$ cat config.mk
export PLATFORM = sky130hd
export DESIGN_NAME = conv3_sched_flat
export DESIGN_NICKNAME = d
export VERILOG_FILES = /design/src/rtl/conv3_pkg.sv /design/src/rtl/conv3_sched_if.sv /design/src/rtl/conv3_sched.sv /design/src/flat_wrapper.sv
export SDC_FILE = /design/constraint.sdc
export NUM_CORES = 1
export LEC_CHECK = 0
export CORE_MARGIN = 5
export CORE_UTILIZATION = 43
export DETAILED_ROUTE_END_ITERATION = 16
export PLACE_DENSITY = 0.85
export SKIP_LAST_GASP = 1
export SLEW_MARGIN = 20
export SYNTH_ARGS = -nofsm -noshare
export SYNTH_HDL_FRONTEND = slang
export SYNTH_SLANG_ARGS = --single-unit
$ cat constraint.sdc
create_clock -name clk -period 2.5 [get_ports clk]
set_input_delay 0.5 -clock clk [delete_from_list [all_inputs] [get_ports clk]]
set_output_delay 0.5 -clock clk [all_outputs]
set_load 0.02 [all_outputs]
$ cat src/rtl/conv3_pkg.sv
// rtl/conv3_pkg.sv - shared types and geometry helpers for the conv3 sequencer and line buffer
package conv3_pkg;

    localparam int FILTER_SIZE = 3;

    typedef enum logic [2:0] {
        IDLE,
        FETCH,
        DRAIN,
        CLR,
        DONE
    } state_t;

    function automatic int pix_per_ch(input int w, input int h);
        return w * h;
    endfunction

    // A 3x3 window is only complete once it fits entirely inside the map.
    function automatic int win_per_ch(input int w, input int h);
        return (w - FILTER_SIZE + 1) * (h - FILTER_SIZE + 1);
    endfunction

endpackage

$ cat src/rtl/conv3_sched_if.sv
// rtl/conv3_sched_if.sv - SRAM read port and line-buffer handshake between sequencer and datapath
interface conv3_sched_if #(
    parameter int DATA_BITS = 32,
    parameter int ADDR_BITS = 16
);
    logic                 stall;
    logic                 mem_rd_en;
    logic [ADDR_BITS-1:0] mem_addr;
    logic [DATA_BITS-1:0] mem_rdata;
    logic                 pix_valid;
    logic [DATA_BITS-1:0] pix_data;
    logic                 win_valid;
    logic                 buf_clr;

    modport master (
        input  stall, mem_rdata, win_valid,
        output mem_rd_en, mem_addr, pix_valid, pix_data, buf_clr
    );

    modport slave (
        output stall, mem_rdata, win_valid,
        input  mem_rd_en, mem_addr, pix_valid, pix_data, buf_clr
    );
endinterface

$ cat src/rtl/conv3_sched.sv
// rtl/conv3_sched.sv - streams each channel from SRAM into the 3x3 line buffer and counts emitted windows
module conv3_sched
    import conv3_pkg::*;
#(
    parameter int WIDTH     = 8,
    parameter int HEIGHT    = 10,
    parameter int DATA_BITS = 32,
    parameter int ADDR_BITS = 16,
    parameter int CH_BITS   = 4
) (
    input  logic                 clk,
    input  logic                 rst,
    input  logic                 start,
    input  logic [ADDR_BITS-1:0] cfg_base_addr,
    input  logic [CH_BITS-1:0]   cfg_num_ch,
    output logic [CH_BITS-1:0]   ch_idx,
    output logic                 busy,
    output logic                 done,
    output logic                 err,
    conv3_sched_if.master        bus
);

    localparam int PIX      = pix_per_ch(WIDTH, HEIGHT);
    localparam int WIN      = win_per_ch(WIDTH, HEIGHT);
    localparam int PIX_BITS = $clog2(PIX + 1);
    localparam int WIN_BITS = $clog2(WIN + 1);
    localparam logic [PIX_BITS-1:0] PIX_LAST = PIX_BITS'(PIX - 1);
    localparam logic [WIN_BITS-1:0] WIN_MAX  = WIN_BITS'(WIN);

    state_t               state, state_nx;
    logic [PIX_BITS-1:0]  pix_cnt;
    logic [WIN_BITS-1:0]  win_cnt;
    logic [CH_BITS-1:0]   num_ch;
    logic [DATA_BITS-1:0] pix_word;
    logic                 rd_issue;
    logic                 win_full;
    logic                 win_last;
    logic                 win_inc;
    logic                 win_bad;
    logic                 last_ch;

    assign rd_issue      = (state == FETCH) && !bus.stall;
    assign bus.mem_rd_en = rd_issue;
    assign pix_word      = bus.mem_rdata;
    assign bus.pix_data  = pix_word;

    // Window accounting: the final window may land in the same cycle we decide to leave DRAIN.
    assign win_full = (win_cnt == WIN_MAX);
    assign win_last = win_full || (bus.win_valid && (win_cnt == WIN_MAX - WIN_BITS'(1)));
    assign win_inc  = bus.win_valid && ((state == FETCH) || (state == DRAIN)) && !win_full;
    assign win_bad  = bus.win_valid &&
                      ((state == IDLE) || (state == CLR) || (state == DONE) || win_full);
    assign last_ch  = (ch_idx == num_ch - CH_BITS'(1));

    always_comb begin
        state_nx = state;
        case (state)
            IDLE:    if (start) state_nx = (cfg_num_ch != '0) ? FETCH : DONE;
            FETCH:   if (rd_issue && (pix_cnt == PIX_LAST)) state_nx = DRAIN;
            DRAIN:   if (win_last) state_nx = CLR;
            CLR:     state_nx = last_ch ? DONE : FETCH;
            DONE:    state_nx = IDLE;
            default: state_nx = IDLE;
        endcase
    end

    always_ff @(posedge clk or posedge rst) begin
        if (rst) begin
            state         <= IDLE;
            num_ch        <= '0;
            pix_cnt       <= '0;
            win_cnt       <= '0;
            ch_idx        <= '0;
            bus.mem_addr  <= '0;
            bus.pix_valid <= 1'b0;
            bus.buf_clr   <= 1'b0;
            busy          <= 1'b0;
            done          <= 1'b0;
            err           <= 1'b0;
        end else begin
            state         <= state_nx;
            bus.pix_valid <= rd_issue;
            bus.buf_clr   <= (state == CLR);
            busy          <= (state != IDLE);
            done          <= (state == DONE);

            if ((state == IDLE) && start) begin
                err <= 1'b0;
                if (cfg_num_ch != '0) begin
                    num_ch       <= cfg_num_ch;
                    bus.mem_addr <= cfg_base_addr;
                    ch_idx       <= '0;
                end
            end

            // Address keeps running across channels, so channel c lands at base + c*PIX.
            if (rd_issue) begin
                bus.mem_addr <= bus.mem_addr + ADDR_BITS'(1);
                pix_cnt      <= pix_cnt + PIX_BITS'(1);
            end

            if (win_inc) win_cnt <= win_cnt + WIN_BITS'(1);

            if (state == CLR) begin
                pix_cnt <= '0;
                win_cnt <= '0;
                if (!last_ch) ch_idx <= ch_idx + CH_BITS'(1);
            end

            if (win_bad) err <= 1'b1;
        end
    end

endmodule

$ cat src/flat_wrapper.sv
// flat-port wrapper written by rule: the top's interface ports become plain ports
module conv3_sched_flat import conv3_pkg::*;
#(
    parameter int WIDTH     = 8,
    parameter int HEIGHT    = 10,
    parameter int DATA_BITS = 32,
    parameter int ADDR_BITS = 16,
    parameter int CH_BITS   = 4
)
  (clk, rst, start, cfg_base_addr, cfg_num_ch, ch_idx, busy, done, err, bus_stall, bus_mem_rdata, bus_win_valid, bus_mem_rd_en, bus_mem_addr, bus_pix_valid, bus_pix_data, bus_buf_clr);
  conv3_sched_if #(.DATA_BITS(DATA_BITS), .ADDR_BITS(ADDR_BITS)) bus_i ();
  input  logic clk;
  input  logic rst;
  input  logic start;
  input  logic [ADDR_BITS-1:0] cfg_base_addr;
  input  logic [CH_BITS-1:0] cfg_num_ch;
  output logic [CH_BITS-1:0] ch_idx;
  output logic busy;
  output logic done;
  output logic err;
  input wire logic [$bits(bus_i.stall)-1:0] bus_stall;
  input wire logic [$bits(bus_i.mem_rdata)-1:0] bus_mem_rdata;
  input wire logic [$bits(bus_i.win_valid)-1:0] bus_win_valid;
  output wire logic [$bits(bus_i.mem_rd_en)-1:0] bus_mem_rd_en;
  output wire logic [$bits(bus_i.mem_addr)-1:0] bus_mem_addr;
  output wire logic [$bits(bus_i.pix_valid)-1:0] bus_pix_valid;
  output wire logic [$bits(bus_i.pix_data)-1:0] bus_pix_data;
  output wire logic [$bits(bus_i.buf_clr)-1:0] bus_buf_clr;
  assign bus_i.stall = bus_stall;
  assign bus_i.mem_rdata = bus_mem_rdata;
  assign bus_i.win_valid = bus_win_valid;
  assign bus_mem_rd_en = bus_i.mem_rd_en;
  assign bus_mem_addr = bus_i.mem_addr;
  assign bus_pix_valid = bus_i.pix_valid;
  assign bus_pix_data = bus_i.pix_data;
  assign bus_buf_clr = bus_i.buf_clr;
  conv3_sched #(.WIDTH(WIDTH), .HEIGHT(HEIGHT), .DATA_BITS(DATA_BITS), .ADDR_BITS(ADDR_BITS), .CH_BITS(CH_BITS)) u_core (.clk(clk), .rst(rst), .start(start), .cfg_base_addr(cfg_base_addr), .cfg_num_ch(cfg_num_ch), .ch_idx(ch_idx), .busy(busy), .done(done), .err(err), .bus(bus_i));
endmodule
==> flow_metrics.tcl <==
set metrics [dict create \
    numCtsBuffers 5 \
    power_frac_seq 0.355 \
    stdcell_area_sq_um 3199 \
    antenna_found_initial 0 \
    nFillCells 516 \
    die_y_microns 89.15 \
    cts_root_buf "clkbuf_8" \
    grt_pass1_vias 2298 \
    diodes 0 \
    slew_headroom 0.4856 \
    critPathSlowestCell "or4b_4" \
    yosys_warnings 0 \
    syn2layout_area_growth_pct 18.76 \
    nets 384 \
    synthTopCellsByArea "dfrtp_1 42%, buf_4 8.9%, nand2_1 3.6%" \
    yosys_register_bits 45 \
    synth_cell_types 58 \
    cts.path.max_buffers 2 \
    syn-instance-count 293 \
    synth_flop_cell "dfrtp_1" \
    final_max_slew_viol_count 0 \
    fmax_mhz 431.1 \
    p_int_uw 2085 \
    vdd_drop_max_v 0.0006300 \
    worst_ep_required_time_ns 2.00 \
    crit_arrival_ns 1.82 \
    grt-ovfl-total 0 \
    finalPower_uw 3641 \
    cap_viol_max_count 0 \
    clock_skew_ns 0.004832 \
    dp_hpwl_microns 4731 \
    setup_viol 0 \
    gp_congestion 0.8229 \
    syn_area_per_cell_sq_um 9.194 \
    via_per_inst 5.763 \
    io_pins 115 \
    std_cell_rows 28 \
    status "complete, no violations" \
    pwr-share-comb 0.519 \
    dr.pass1.iters 4 \
    syn_nets 356 \
    ys_seq_area_frac 0.4180 \
    h-tree-depth 2 \
    die_area_sq_um 7948 \
    pwr-share-clk 0.126 \
    drc 0 \
    synth_top_area_frac 0.4180 \
    power.leakage_uw 0.001357 \
    criticalPathCategory "input port to output port" \
    yosysMostFrequentCell "dfrtp_1" \
    path_buf_inv 3 \
    path_cells "clkdlybuf4s50_1 -> or4b_4 -> inv_2 -> dlygate4sd2_1" \
    port_buffers 50 \
    start_util 0.4497 \
    synth-edff-count 0 \
    drt.antenna.violating_nets 0 \
    clk_latency_ns 0.30 \
    num_vias 2282 \
    crit_path_max_fanout 2 \
    drt_wl_total_microns 6421 \
    cts_num_sinks 45 \
    pwr_density_cell_nw_per_um2 1138 \
    swShare 0.4275 \
    max_stage_delay_ns 0.51 \
    netlist_area_sq_um 2694 \
    drtIter0Drc 136 \
    multi_input_comb_area_sq_um 1215 \
    finalHoldViolCount 0 \
    place_area_sq_um 3114 \
    post-cts-setup-buffer-count 0 \
    gr-usage-all-layers 0.1681 \
    min_period_ns 2.319 \
    core_sq_um 5991 \
    cts_tree "built" \
    critPathLaunchType "input port" \
    die_w_microns 89.15 \
    endpoint_kind "output port" \
    rsz0062_at_grt "no" \
    wire_per_inst_microns 16.21 \
    synthTopCellsByCount "45 x dfrtp_1, 32 x buf_4, 26 x nand2_1, 24 x nor2_1" \
    p_switching_uw 1556 \
    synth_top_area_cell "dfrtp_1" \
    drive_gt1_frac 0.09346 \
    min_path_type "flop to flop" \
    critical_path.top_delay_family "buffers and inverters" \
    grt_pass1_wl_microns 10450 \
    regArea_sq_um 1126 \
    clk_pin_slew_worst_paths_ns 0.08 \
    async_flop_share 1.000 \
    period_share 0.9278 \
    grt_max_degree 27 \
    tightest_slew_ns 0.7669 \
]
-- path summary, 6_finish.rpt --
check | from | end | slack, ns | depth (start not counted)
setup / recovery | bus_stall | bus_mem_rd_en | 0.18 | 4
hold / removal | u_core.num_ch[3]$_DFFE_PP0P_ | u_core.num_ch[3]$_DFFE_PP0P_ | 0.52 | 2
setup reg to reg | u_core.state[0]$_DFFE_PP0P_ | u_core.bus.mem_addr[14]$_DFFE_PP0P_ | 0.46 | 5
hold reg to reg | u_core.num_ch[3]$_DFFE_PP0P_ | u_core.num_ch[3]$_DFFE_PP0P_ | 0.52 | 2
max in group asynchronous | rst | u_core.bus.mem_addr[11]$_DFFE_PP0P_ | 1.41 | 3
min in group asynchronous | rst | u_core.win_cnt[1]$_DFFE_PP0P_ | 0.55 | 2
-- power by group through the flow --
| stage | combinational [uW] | clock (uW) | sequential (uW) |
|---|---|---|---|
| floorplan | 1080 | 0 | 1440 |
| global placement | 1820 | 0 | 1290 |
| detailed placement | 1890 | 0 | 1300 |
| CTS | 1900 | 469 | 1280 |
| global route | 2070 | 497 | 1340 |
| finish | 1890 | 460 | 1290 |
-- per-stage QoR --
step	std cells	util	worst slack [ns]	TNS (ns)	hold slack [ns]
finish	396	0.5340	0.1806	0	0.5160
detailed placement	389	0.5198	-0.08873	-0.08873	0.4969
global placement	389	0.5198	-0.1029	-0.1029	0.4854
global route	396	0.5340	0.1150	0	0.5492
floorplan	293	-	0.6036	0	0.4668
CTS	396	0.5340	0.1728	0	0.5169
-- metal layers --
metal | global-route usage | up-vias | share of wire
met5 | 0 | - | 0
met4 | 0.07578 | 0 | 0.023
met3 | 0.04977 | 21 | 0.071
met2 | 0.2806 | 85 | 0.49
met1 | 0.1997 | 1106 | 0.42
li1 | - | 1070 | -
-- cell type report --
class	instances	area share
multi-input cells	191	0.3797
flip-flops and latches	45	0.3520
repair buffers	63	0.1944
well taps	75	0.02933
clock buffers	7	0.02698
inverters	15	0.01760
-- layout by cell type (no fill, tap or decap), drive strengths merged, types with 2 or more instances in the layout --
master / netlist / routed
a21oi: 16 / 16
o22ai: 2 / 2
ha: 6 / 6
o2111a: 2 / 2
and4: 2 / 2
nor3: 10 / 10
and3: 4 / 4
nand3: 12 / 12
clkbuf: 4 / 7
nor2b: 2 / 2
nand4: 8 / 8
nor2: 24 / 24
inv: 15 / 14
buf: 38 / 13
dfrtp: 45 / 45
or4: 3 / 3
and2: 2 / 2
o221a: 2 / 2
o21ai: 16 / 16
a311oi: 3 / 3
a211oi: 5 / 5
mux2i: 4 / 4
nand2: 27 / 27
xor2: 6 / 6
o22a: 2 / 2
clkdlybuf4s50: 0 / 49
xnor2: 4 / 4
or3: 4 / 4
or4b: 2 / 2
o31ai: 2 / 2
-- flip-flops by register name (all words and copies together), names as in the netlist --
signal                cells
u_core.bus.buf_clr        1
u_core.bus.mem_addr      16
u_core.bus.pix_valid      1
u_core.busy               1
u_core.ch_idx             4
u_core.done               1
u_core.err                1
u_core.num_ch             4
u_core.pix_cnt            7
u_core.state              3
u_core.win_cnt            6
-- what timing repair did --
item | in CTS | in global routing
hold buffers | 0 | 0
hold endpoints to repair | 0 | 0
resized for setup | 1 | 0
setup endpoints to repair | 1 | 0
-- cell families (layout without fill, tap and decap cells) --
family,after synthesis,count (layout),share of synthesized area
AO/OA/AOI/OAI,63,63,0.1575
XOR/XNOR,11,11,0.04087
adder cells (fa/ha/maj),6,6,0.02787
buffers and inverters,57,85,0.1310
flip-flops,45,45,0.4180
multiplexers,4,4,0.01486
AND/OR/NAND/NOR,107,107,0.2099
-- tightest hold or removal path, cell delays in order, from the launching register on --
cell	delay (ns)
dfrtp_1	0.37
nand2_1	0.06
nand2_1	0.06
Power figures use the tool's default switching activity.
